`config.mk`:
```
export PLATFORM = sky130hd
export DESIGN_NAME = rca_pipe
export DESIGN_NICKNAME = d
export VERILOG_FILES = /design/src/rtl/rca_pipe_pkg.sv /design/src/rtl/rca_pipe_seg.sv /design/src/rtl/rca_pipe.sv
export SDC_FILE = /design/constraint.sdc
export NUM_CORES = 1
export LEC_CHECK = 0
export CORE_ASPECT_RATIO = 0.6
export CORE_MARGIN = 2
export CORE_UTILIZATION = 59
export DETAILED_ROUTE_END_ITERATION = 8
export HOLD_SLACK_MARGIN = 0.12
export PLACE_DENSITY = 0.93
export SETUP_SLACK_MARGIN = 0.5
export SLEW_MARGIN = 20
export SYNTH_ARGS = -nofsm -noshare
export SYNTH_HDL_FRONTEND = slang
export SYNTH_SLANG_ARGS = --single-unit
export TNS_END_PERCENT = 100
```
`constraint.sdc`:
```
create_clock -name clock -period 7.9 [get_ports clock]
set_input_delay 1.185 -clock clock [delete_from_list [all_inputs] [get_ports clock]]
set_output_delay 1.185 -clock clock [all_outputs]
set_load 0.05 [all_outputs]
```
`src/rtl/rca_pipe_pkg.sv`:
```
// Shared defaults for the pipelined ripple-carry adder/subtractor.
// The top and the bench both take their default geometry from here.
package rca_pipe_pkg;

   // Default operand width and pipeline depth.
   localparam int DEF_WIDTH  = 32;
   localparam int DEF_STAGES = 4;

   // Bits of the addition resolved by each pipeline stage.
   localparam int DEF_SEG    = DEF_WIDTH / DEF_STAGES;

endpackage

```
`src/rtl/rca_pipe_seg.sv`:
```
// Ripple-carry segment adder and the full-adder cell it is built from.
// The segment is purely combinational; the pipeline registers live in the top.

// Single-bit full adder cell.
module rca_fa (
   input  logic a,
   input  logic b,
   input  logic ci,
   output logic s,
   output logic co
);

   assign s  = a ^ b ^ ci;
   assign co = (a & b) | (ci & (a ^ b));

endmodule

// SEG-bit ripple-carry adder. Besides the carry out of the top bit it
// exposes the carry into the top bit so the caller can form signed overflow.
module rca_seg
   import rca_pipe_pkg::*;
#(
   parameter int SEG = DEF_SEG
) (
   input  logic [SEG-1:0] a,
   input  logic [SEG-1:0] b,
   input  logic           ci,
   output logic [SEG-1:0] s,
   output logic           co,
   output logic           cm
);

   // Each bit keeps its own carry nets so the ripple chain is a plain
   // acyclic chain of separate signals rather than one self-feeding vector.
   for (genvar i = 0; i < SEG; i++) begin : g_bit
      logic c_i;
      logic c_o;

      if (i == 0) begin : g_lsb
         assign c_i = ci;
      end else begin : g_mid
         assign c_i = g_bit[i-1].c_o;
      end

      rca_fa u_fa (
         .a  (a[i]),
         .b  (b[i]),
         .ci (c_i),
         .s  (s[i]),
         .co (c_o)
      );
   end

   assign co = g_bit[SEG-1].c_o;
   assign cm = g_bit[SEG-1].c_i;

endmodule

```
`src/rtl/rca_pipe.sv`:
```
// Pipelined ripple-carry adder/subtractor with valid/ready on both sides.
//
// Handshake: a transfer happens on a rising edge where valid and ready are
// both high. in_ready is a pure function of out_valid/out_ready, so the whole
// pipeline advances in lock-step (adv) or holds in lock-step; empty slots are
// never squeezed out. Once out_valid rises, s/co/ovf stay stable until the
// edge that retires them.
//
// Datapath: stage j (0-based) adds segment j. The A path is a rotating word:
// each stage drops its consumed A segment off the bottom and inserts the fresh
// sum segment at the top, so after the last stage the word is the complete
// sum in place. The B path only carries the not-yet-consumed upper segments.
module rca_pipe
   import rca_pipe_pkg::*;
#(
   parameter int WIDTH  = DEF_WIDTH,
   parameter int STAGES = DEF_STAGES
) (
   input  logic             clock,
   input  logic             reset_n,
   input  logic             in_valid,
   output logic             in_ready,
   input  logic [WIDTH-1:0] a,
   input  logic [WIDTH-1:0] b,
   input  logic             ci,
   input  logic             sub,
   output logic             out_valid,
   input  logic             out_ready,
   output logic [WIDTH-1:0] s,
   output logic             co,
   output logic             ovf
);

   localparam int SEG  = WIDTH / STAGES;
   localparam int LAST = STAGES - 1;

   logic             adv;
   logic             accept;
   logic [WIDTH-1:0] b_eff;
   logic             c0;
   logic [WIDTH-1:0] s_next;

   // The pipeline moves whenever the output slot is free or being drained.
   assign adv      = out_ready | ~out_valid;
   assign in_ready = adv;
   assign accept   = in_valid & adv;

   // Subtraction is a + ~b + 1; the carry-in port is ignored in that case.
   assign b_eff = sub ? ~b : b;
   assign c0    = sub | ci;

   for (genvar j = 0; j < STAGES; j++) begin : g_stage
      // Width of the B operand still to be consumed at this stage.
      localparam int BW = WIDTH - j * SEG;

      logic [WIDTH-1:0] ap_in;
      logic [BW-1:0]    b_in;
      logic             c_in;
      logic             v_in;
      logic [SEG-1:0]   seg_s;
      logic             seg_co;
      logic             seg_cm;

      if (j == 0) begin : g_head
         assign ap_in = a;
         assign b_in  = b_eff;
         assign c_in  = c0;
         assign v_in  = accept;
      end else begin : g_reg
         logic [WIDTH-1:0] ap_q;
         logic [BW-1:0]    b_q;
         logic             c_q;
         logic             v_q;

         // Stage register: capture the previous stage's partial result and the
         // remaining operands; invalid slots advance too and are simply ignored.
         always_ff @(posedge clock or negedge reset_n) begin
            if (!reset_n) begin
               ap_q <= '0;
               b_q  <= '0;
               c_q  <= 1'b0;
               v_q  <= 1'b0;
            end else if (adv) begin
               ap_q <= {g_stage[j-1].seg_s, g_stage[j-1].ap_in[WIDTH-1:SEG]};
               b_q  <= g_stage[j-1].b_in[BW+SEG-1:SEG];
               c_q  <= g_stage[j-1].seg_co;
               v_q  <= g_stage[j-1].v_in;
            end
         end

         assign ap_in = ap_q;
         assign b_in  = b_q;
         assign c_in  = c_q;
         assign v_in  = v_q;
      end

      rca_seg #(
         .SEG (SEG)
      ) u_seg (
         .a  (ap_in[SEG-1:0]),
         .b  (b_in[SEG-1:0]),
         .ci (c_in),
         .s  (seg_s),
         .co (seg_co),
         .cm (seg_cm)
      );
   end

   // Assemble the full sum leaving the last stage.
   if (STAGES == 1) begin : g_one
      assign s_next = g_stage[0].seg_s;
   end else begin : g_many
      assign s_next = {g_stage[LAST].seg_s, g_stage[LAST].ap_in[WIDTH-1:SEG]};
   end

   // Output register: valid follows the pipeline, result fields only load
   // when a valid result arrives so they never show data from empty slots.
   always_ff @(posedge clock or negedge reset_n) begin
      if (!reset_n) begin
         out_valid <= 1'b0;
         s         <= '0;
         co        <= 1'b0;
         ovf       <= 1'b0;
      end else if (adv) begin
         out_valid <= g_stage[LAST].v_in;
         if (g_stage[LAST].v_in) begin
            s   <= s_next;
            co  <= g_stage[LAST].seg_co;
            ovf <= g_stage[LAST].seg_co ^ g_stage[LAST].seg_cm;
         end
      end
   end

endmodule

```
==> impl_metrics.tcl, run 1 <==
set metrics [dict create \
    max-slew-margin-rel 0.4631 \
    layout-drive-gt1-share 0.07977 \
    final_hold_viol_count 0 \
    io_pins 106 \
    place_congestion 0.7796 \
    setup_viol 0 \
    numCtsBuffers 17 \
    synth_enable_flop_cells 0 \
    clkTransAtPathRegs_ns 0.07 \
    fillCellCount 867 \
    dieArea_um2 14510 \
    ir_worst_vdd_uv 209.2 \
    dr.pass1.iters 5 \
    grt_overflow 0 \
    cts_resized 0 \
    clockBufferDepth 2 \
    fin_crit_ns 5.024 \
    dpl.hpwl_um 9951 \
    grt_setup_unrepaired "no" \
    totalWireLength_um 15900 \
    cap_violations 0 \
    dpl_worst_slack_ns 2.572 \
    grt_pass1_wl_um 26310 \
    setup_ws_ns 2.876 \
    antenna_found_initial 0 \
    p_leak_nw 4.719 \
    start_kind "input pin" \
    crit_slowest_cell "clkdlybuf4s50_1" \
    postCtsSetupRepairBufs 0 \
    worstPathMaxFanout 76 \
    yosysMostFrequentCell "nand2_1" \
    final_util 0.7421 \
    synth_cell_types 18 \
    grt_max_degree 104 \
    track_usage 0.2386 \
    post_drt_via_cell_ratio 5.080 \
    status "finished, final reports clean" \
    grt_pass1_vias 5367 \
    max_freq_mhz 199.1 \
    cts_hold_buf 0 \
    crit_arrival_ns 3.84 \
    htreeDepth 4 \
    stdcell_count 1035 \
    n_antenna_cell 0 \
    synth_top_area_cell "dfrtp_1" \
    synth.avg_cell_area_um2 10.44 \
    yosys-top-cells-count "340 x nand2_1, 185 x dfrtp_1, 44 x o21ai_0, 32 x fa_1, 30 x inv_1" \
    tightest_slew_ns 0.8054 \
    clkSinkCount 185 \
    path_class "in -> out" \
    synthArstFlopShare 1.000 \
    ys_warn_count 0 \
    routedWlPerCell_um 15.36 \
    maxSlewViolCount 0 \
    finClkSkew_ns 0.01600 \
    path_cells "clkdlybuf4s50_1, nor2b_4, buf_4, clkinv_4, clkdlybuf4s50_1" \
    nets 955 \
    synth_top_area_frac 0.5797 \
    end_kind "primary output" \
    cp_slowest_stage_delay_ns 0.87 \
    syn-instance-count 765 \
    syn_area_um2 7986 \
    ys_top_cells_by_area "dfrtp_1 58%, nand2_1 16%, fa_1 8.0%" \
    worst_hold_slack_ns 0.4639 \
    cts_tree "done" \
    clkLatencyLatePin_ns 0.43 \
    r2r_slack_ns 3.49 \
    core_area_um2 13010 \
    area_delta_synth_final_pct 20.91 \
    ys_ff_latch 185 \
    rows 32 \
    required_ns 6.71 \
    vias 5258 \
    power_density_nw_per_um2 430.5 \
    fp.dieH_um 94.12 \
    min_path_type "reg -> reg" \
    port_buffers 105 \
    start_util 0.6138 \
    synth_nets 867 \
    drt_iter0_markers 337 \
    crit_top_cell "clkdlybuf4s50_1" \
    fp.dieW_um 154.2 \
    finalCritPeriodShare 0.6359 \
    cts_root_buf "clkbuf_16" \
    drc_errors 0 \
    synth-seq-area-share 0.5797 \
    final_antenna_net_count 0 \
    placedCellCount 1004 \
    synth_ff_type "dfrtp_1" \
    fin_tns_setup_ns 0 \
]
==> cells in the final DEF (no fill, tap or decap), drive strengths merged <==
cell and instances:
a21oi 13, buf 6, bufinv 3, clkbuf 20, clkdlybuf4s50 103, clkinv 3, clkinvlp 2, dfrtp 185
fa 32, inv 35, mux2 30, nand2 341, nor2 14, nor2b 1, o21ai 44, xnor2 29
xor2 4
==> metrics by stage <==
stage	cell area (um2)	total power [mW]
2_1_floorplan	7986	2.790
3_3_place_gp	9055	3.170
3_5_place_dp	9055	3.281
4_1_cts	9653	4.181
5_1_grt	9657	4.435
6_report	9657	4.157
==> final timing paths <==
path / startpoint / endpoint / depth (start not counted)
setup / recovery: out_ready / in_ready / 5
setup reg to reg: g_stage[3].c_in / s[31] / 12
max in group asynchronous: reset_n / g_stage[1].g_reg.v_q / 2
min in group asynchronous: reset_n / s[4] / 1
hold reg to reg: g_stage[3].ap_in[12] / g_stage[3].ap_in[12] / 2
hold / removal: g_stage[3].ap_in[12] / g_stage[3].ap_in[12] / 2
==> layout make-up <==
cell class	count	area, um2	share of cell area
timing repair buffer	110	1091	0.1130
multi-input combinational	508	3004	0.3111
clock buffer	19	432.9	0.04483
clock inverter	12	165.2	0.01710
tap	170	212.7	0.02203
sequential	185	4629	0.4794
inverter	31	121.4	0.01257
==> worst max-delay path, delay by kind of cell <==
family	cells	cell delay [ns]
buf+inv	4	2.50
simple gates	1	0.11
==> layer usage <==
metal	track usage	part of all wire	up-vias
met5	0	0	-
met4	0.06464	0.013	0
met3	0.04889	0.044	19
met2	0.3834	0.47	131
met1	0.3382	0.47	2586
li1	-	-	2522
==> logic make-up after synthesis <==
kind of cell / synth area share
buf+inv: 0.04418
flops: 0.5797
simple gates: 0.1695
compound gates: 0.03572
fa+ha+maj: 0.08021
xor+xnor: 0.03619
mux: 0.05452
==> registers in the layout, indices dropped and copies added (netlist names) <==
signal,cells
co,1
g_stage.c_in,3
s,32
out_valid,1
g_stage.g_reg.v_q,3
g_stage.b_in,48
g_stage.ap_in,96
ovf,1
==> where the power goes <==
part	switching, mW	internal, mW	total (mW)
Sequential	0.254	1.37	1.63
Combinational	0.986	0.674	1.66
Clock	0.366	0.502	0.868
Note: power is estimated with default switching activity, not from simulation.
==> inputs of run 2 (changes only) <==
- CORE_UTILIZATION: 59 -> 50
- PLACE_DENSITY: 0.93 -> 0.84
- clock period: 7.9 -> 4.3 ns (I/O delays scaled with it)
==> impl_metrics.tcl, run 2 (synthesized netlist as in run 1, its figures left out) <==
set metrics [dict create \
    crit_arrival_ns 4.09 \
    cts_root_buf "clkbuf_16" \
    grt_pass1_wl_um 26030 \
    start_util 0.5152 \
    drt_iter0_markers 382 \
    final_antenna_net_count 0 \
    max_freq_mhz 264.6 \
    max-slew-margin-rel 0.3796 \
    stdcell_count 1072 \
    fp.dieW_um 167.2 \
    clkTransAtPathRegs_ns 0.07 \
    rr_startpoint "g_stage[3].c_in" \
    cts_tree "done" \
    clockBufferDepth 2 \
    antenna_found_initial 0 \
    dr.pass1.iters 7 \
    use_met3 0.04996 \
    maxSlewViolCount 0 \
    clkLatencyLatePin_ns 0.42 \
    clkSinkCount 185 \
    rows 35 \
    violations "design-rule violations" \
    routedWlPerCell_um 14.53 \
    dpl_worst_slack_ns -0.1852 \
    placedCellCount 1038 \
    mostFrequentLayoutCells "340 x nand2_1, 185 x dfrtp_1, 100 x clkdlybuf4s50_1" \
    setup_ws_ns 0.5211 \
    port_buffers 105 \
    cap_violations 0 \
    final_common_cell "nand2_1" \
    numCtsBuffers 17 \
    grt_pass1_vias 5304 \
    n_antenna_cell 0 \
    grt_busiest_layer "met2" \
    grt_max_degree 121 \
    grt_overflow 0 \
    start_kind "register" \
    fp.dieH_um 101.9 \
    track_usage 0.1976 \
    grt.met1_usage 0.2844 \
    drc_errors 9 \
    nets 958 \
    post_drt_via_cell_ratio 4.888 \
    min_path_type "in -> async" \
    dieArea_um2 17030 \
    p_leak_nw 4.697 \
    regToRegEndpoint "s[31]" \
    area_delta_synth_final_pct 22.32 \
    io_pins 106 \
    htreeDepth 4 \
    cts_hold_buf 0 \
    status "finished with violations" \
    required_ns 4.61 \
    finClkSkew_ns 0.01632 \
    totalWireLength_um 15580 \
    final_hold_viol_count 0 \
    fin_crit_ns 3.779 \
    power_density_nw_per_um2 773.8 \
    place_congestion 0.7648 \
    layout-drive-gt1-share 0.1231 \
    worstPathMaxFanout 2 \
    core_area_um2 15500 \
    finalCritPeriodShare 0.8788 \
    vias 5240 \
    tightest_slew_ns 0.9307 \
    finalPower_mw 7.560 \
    grt_setup_unrepaired "yes" \
    largest_reg_flops 96 \
    r2r_slack_ns 0.52 \
    setup_viol 0 \
    rr_worst_depth 12 \
    ir_worst_vdd_uv 458.0 \
    met2_usage 0.3051 \
    path_class "reg -> reg" \
    dpl.hpwl_um 10160 \
    end_kind "register" \
]
==> run 2: cell types whose count changed in the layout (fill, tap and decap cells not counted), moves of 4 or more <==
cell	before	now
fa_2	0	26
inv_1	30	24
buf_4	4	8
inv_2	0	6
fa_1	32	6
==> run 2: cell type report <==
cell class | count | area (um2)
multi-input combinational | 508 | 3088
sequential | 185 | 4629
fill | 1246 | 5733
timing repair buffer | 113 | 1117
clock inverter | 10 | 85.08
clock buffer | 22 | 474.2
tap | 203 | 254.0
inverter | 31 | 121.4
==> run 2: worst max-delay path by stage <==
stage	from	endpoint	slack, ns
floorplan	sub	g_stage[1].ap_in[31]	0.21
global placement	b[0]	g_stage[1].ap_in[31]	-0.14
detailed placement	b[0]	g_stage[1].ap_in[31]	-0.19
CTS	g_stage[3].b_in[0]	s[31]	0.44
global route	g_stage[3].c_in	s[31]	0.44
finish	g_stage[3].c_in	s[31]	0.52
==> run 2: where the power goes <==
group          internal (mW)  switching, mW  total (mW)  leakage [nW]
logic                   1.29           1.80        3.09          2.21
registers               2.53          0.475        3.00          2.22
clock network          0.799          0.669        1.47         0.267
==> run 2: routing by layer <==
layer	part of all wire	up-vias
met5	0	-
met4	0.0058	0
met3	0.047	11
met2	0.47	104
met1	0.47	2595
li1	-	2530
==> run 2: per-stage QoR <==
step	hold WS (ns)	instance area (um2)	util	setup TNS (ns)
6_report	0.3262	9769	0.6302	0
5_1_grt	0.3969	9769	0.6302	0
4_1_cts	0.3816	9754	0.6292	0
3_5_place_dp	0.4551	9178	0.5920	-0.1852
3_3_place_gp	0.4480	9178	0.5920	-0.1446
2_1_floorplan	0.3494	8061	-	0
==> run 2: timing repair <==
action,in CTS,in global routing
pin swaps,6,7
buffers inserted,1,1
resized for setup,13,8
setup endpoints to repair,6,6
==> run 2: critical path, cell delays in order (launching register included) <==
cell	delay (ns)
dfrtp_1	0.40
fa_2	0.42
fa_2	0.37
fa_2	0.35
fa_2	0.36
fa_2	0.39
inv_2	0.07
fa_1	0.18
inv_1	0.06
fa_2	0.36
inv_2	0.08
fa_2	0.41
o21ai_0	0.20
==> inputs of run 3 (changes only) <==
- CORE_ASPECT_RATIO: 0.6 -> 1.5
==> impl_metrics.tcl, run 3 (synthesized netlist as in run 1, its figures left out) <==
set metrics [dict create \
    status "finished, final reports clean" \
    post_dp_cell_area_um2 9175 \
    grt_max_degree 120 \
    clkLatencyLatePin_ns 0.42 \
    grt_pass1_wl_um 25320 \
    final_util 0.6232 \
    place_congestion 0.7811 \
    fp.dieH_um 158.8 \
    crit_start "sub" \
    cap_violations 0 \
    grt_pass1_vias 5200 \
    stdcell_area_um2 9737 \
    antenna_found_initial 0 \
    crit_slowest_cell "fa_2" \
    clockBufferDepth 2 \
    track_usage 0.1891 \
    worst-path-buf-inv 2 \
    finalCritPeriodShare 0.8664 \
    rows 56 \
    numCtsBuffers 17 \
    max_freq_mhz 268.4 \
    maxSlewViolCount 0 \
    totalWireLength_um 14700 \
    start_kind "input pin" \
    fp.dieW_um 107.2 \
    placedCellCount 1038 \
    final_antenna_net_count 0 \
    finalPower_mw 7.428 \
    htreeDepth 4 \
    setup_ws_ns 0.5744 \
    crit_arrival_ns 4.03 \
    vias 5127 \
    largest_reg_flops 96 \
    start_util 0.5111 \
    max-slew-margin-rel 0.3844 \
    io_pins 106 \
    n_antenna_cell 0 \
    final_common_cell "nand2_1" \
    fin_tns_setup_ns 0 \
    clkTransAtPathRegs_ns 0.07 \
    setup_viol 0 \
    crit_family "adder cells" \
    dr.pass1.iters 4 \
    mostFrequentLayoutCells "340 x nand2_1, 185 x dfrtp_1, 99 x clkdlybuf4s50_1" \
    dieArea_um2 17020 \
    port_buffers 105 \
    end_kind "register" \
    rr_startpoint "g_stage[2].ap_in[0]" \
    drc_errors 0 \
    post_drt_via_cell_ratio 4.787 \
    layout-drive-gt1-share 0.1221 \
    clkSinkCount 185 \
    dpl_worst_slack_ns -0.1757 \
    ir_worst_vdd_uv 490.6 \
    cts_tree "done" \
    cp_slowest_stage_delay_ns 0.41 \
    crit_top_cell "fa_2" \
    dpl.hpwl_um 9875 \
    path_class "in -> reg" \
    finClkSkew_ns 0.008182 \
    drt_iter0_markers 229 \
    worstPathMaxFanout 4 \
    path_cells "buf_4, xnor2_4, fa_2, fa_2, fa_2, fa_2, fa_2, fa_2, fa_2, inv_2, fa_1, nand2_1, nand2_1" \
    fin_crit_ns 3.726 \
    grt_overflow 0 \
    required_ns 4.61 \
    cts_hold_buf 0 \
    cts_root_buf "clkbuf_16" \
    worst_hold_slack_ns 0.3570 \
    tightest_slew_ns 0.9234 \
    final_hold_viol_count 0 \
    routedWlPerCell_um 13.73 \
    grt_setup_unrepaired "yes" \
    nets 957 \
    stdcell_count 1071 \
    power_density_nw_per_um2 762.9 \
    min_path_type "in -> async" \
    p_leak_nw 4.688 \
    core_area_um2 15630 \
    area_delta_synth_final_pct 21.92 \
]
## run 3: cell type report
cell class / instances / area (um2)
Sequential cell: 185 / 4629
Inverter: 31 / 121.4
Clock buffer: 20 / 446.7
Multi-Input combinational cell: 508 / 3087
Fill cell: 1281 / 5888
Clock inverter: 12 / 91.34
Tap cell: 203 / 254.0
Timing Repair Buffer: 112 / 1107
## run 3: worst paths after layout
kind / end / depth (start not counted) / slack, ns
max: g_stage[1].ap_in[31] / 13 / 0.57
min in group clock: g_stage[3].ap_in[9] / 2 / 0.46
min: s[14] / 1 / 0.36
max in group asynchronous: g_stage[3].ap_in[5] / 2 / 3.04
max reg2reg: g_stage[3].ap_in[31] / 12 / 0.64
min reg2reg: g_stage[3].ap_in[9] / 2 / 0.46
## run 3: metal layers
| layer | track usage | wire length [um] |
|---|---|---|
| met1 | 0.2525 | 6560 |
| met2 | 0.3101 | 7504 |
| met3 | 0.02915 | 329 |
| met4 | 0.07379 | 308 |
| met5 | 0 | 0 |
## run 3: power breakdown
group / internal (mW) / switching, mW / total (mW)
Sequential: 2.53 / 0.464 / 2.99
Combinational: 1.26 / 1.75 / 3.01
Clock: 0.762 / 0.669 / 1.43
## run 3: repair_timing
item / CTS / global route
resized for setup: 11 / 10
buffers inserted: 1 / 0
setup endpoints to repair: 7 / 6
pin swaps: 5 / 13
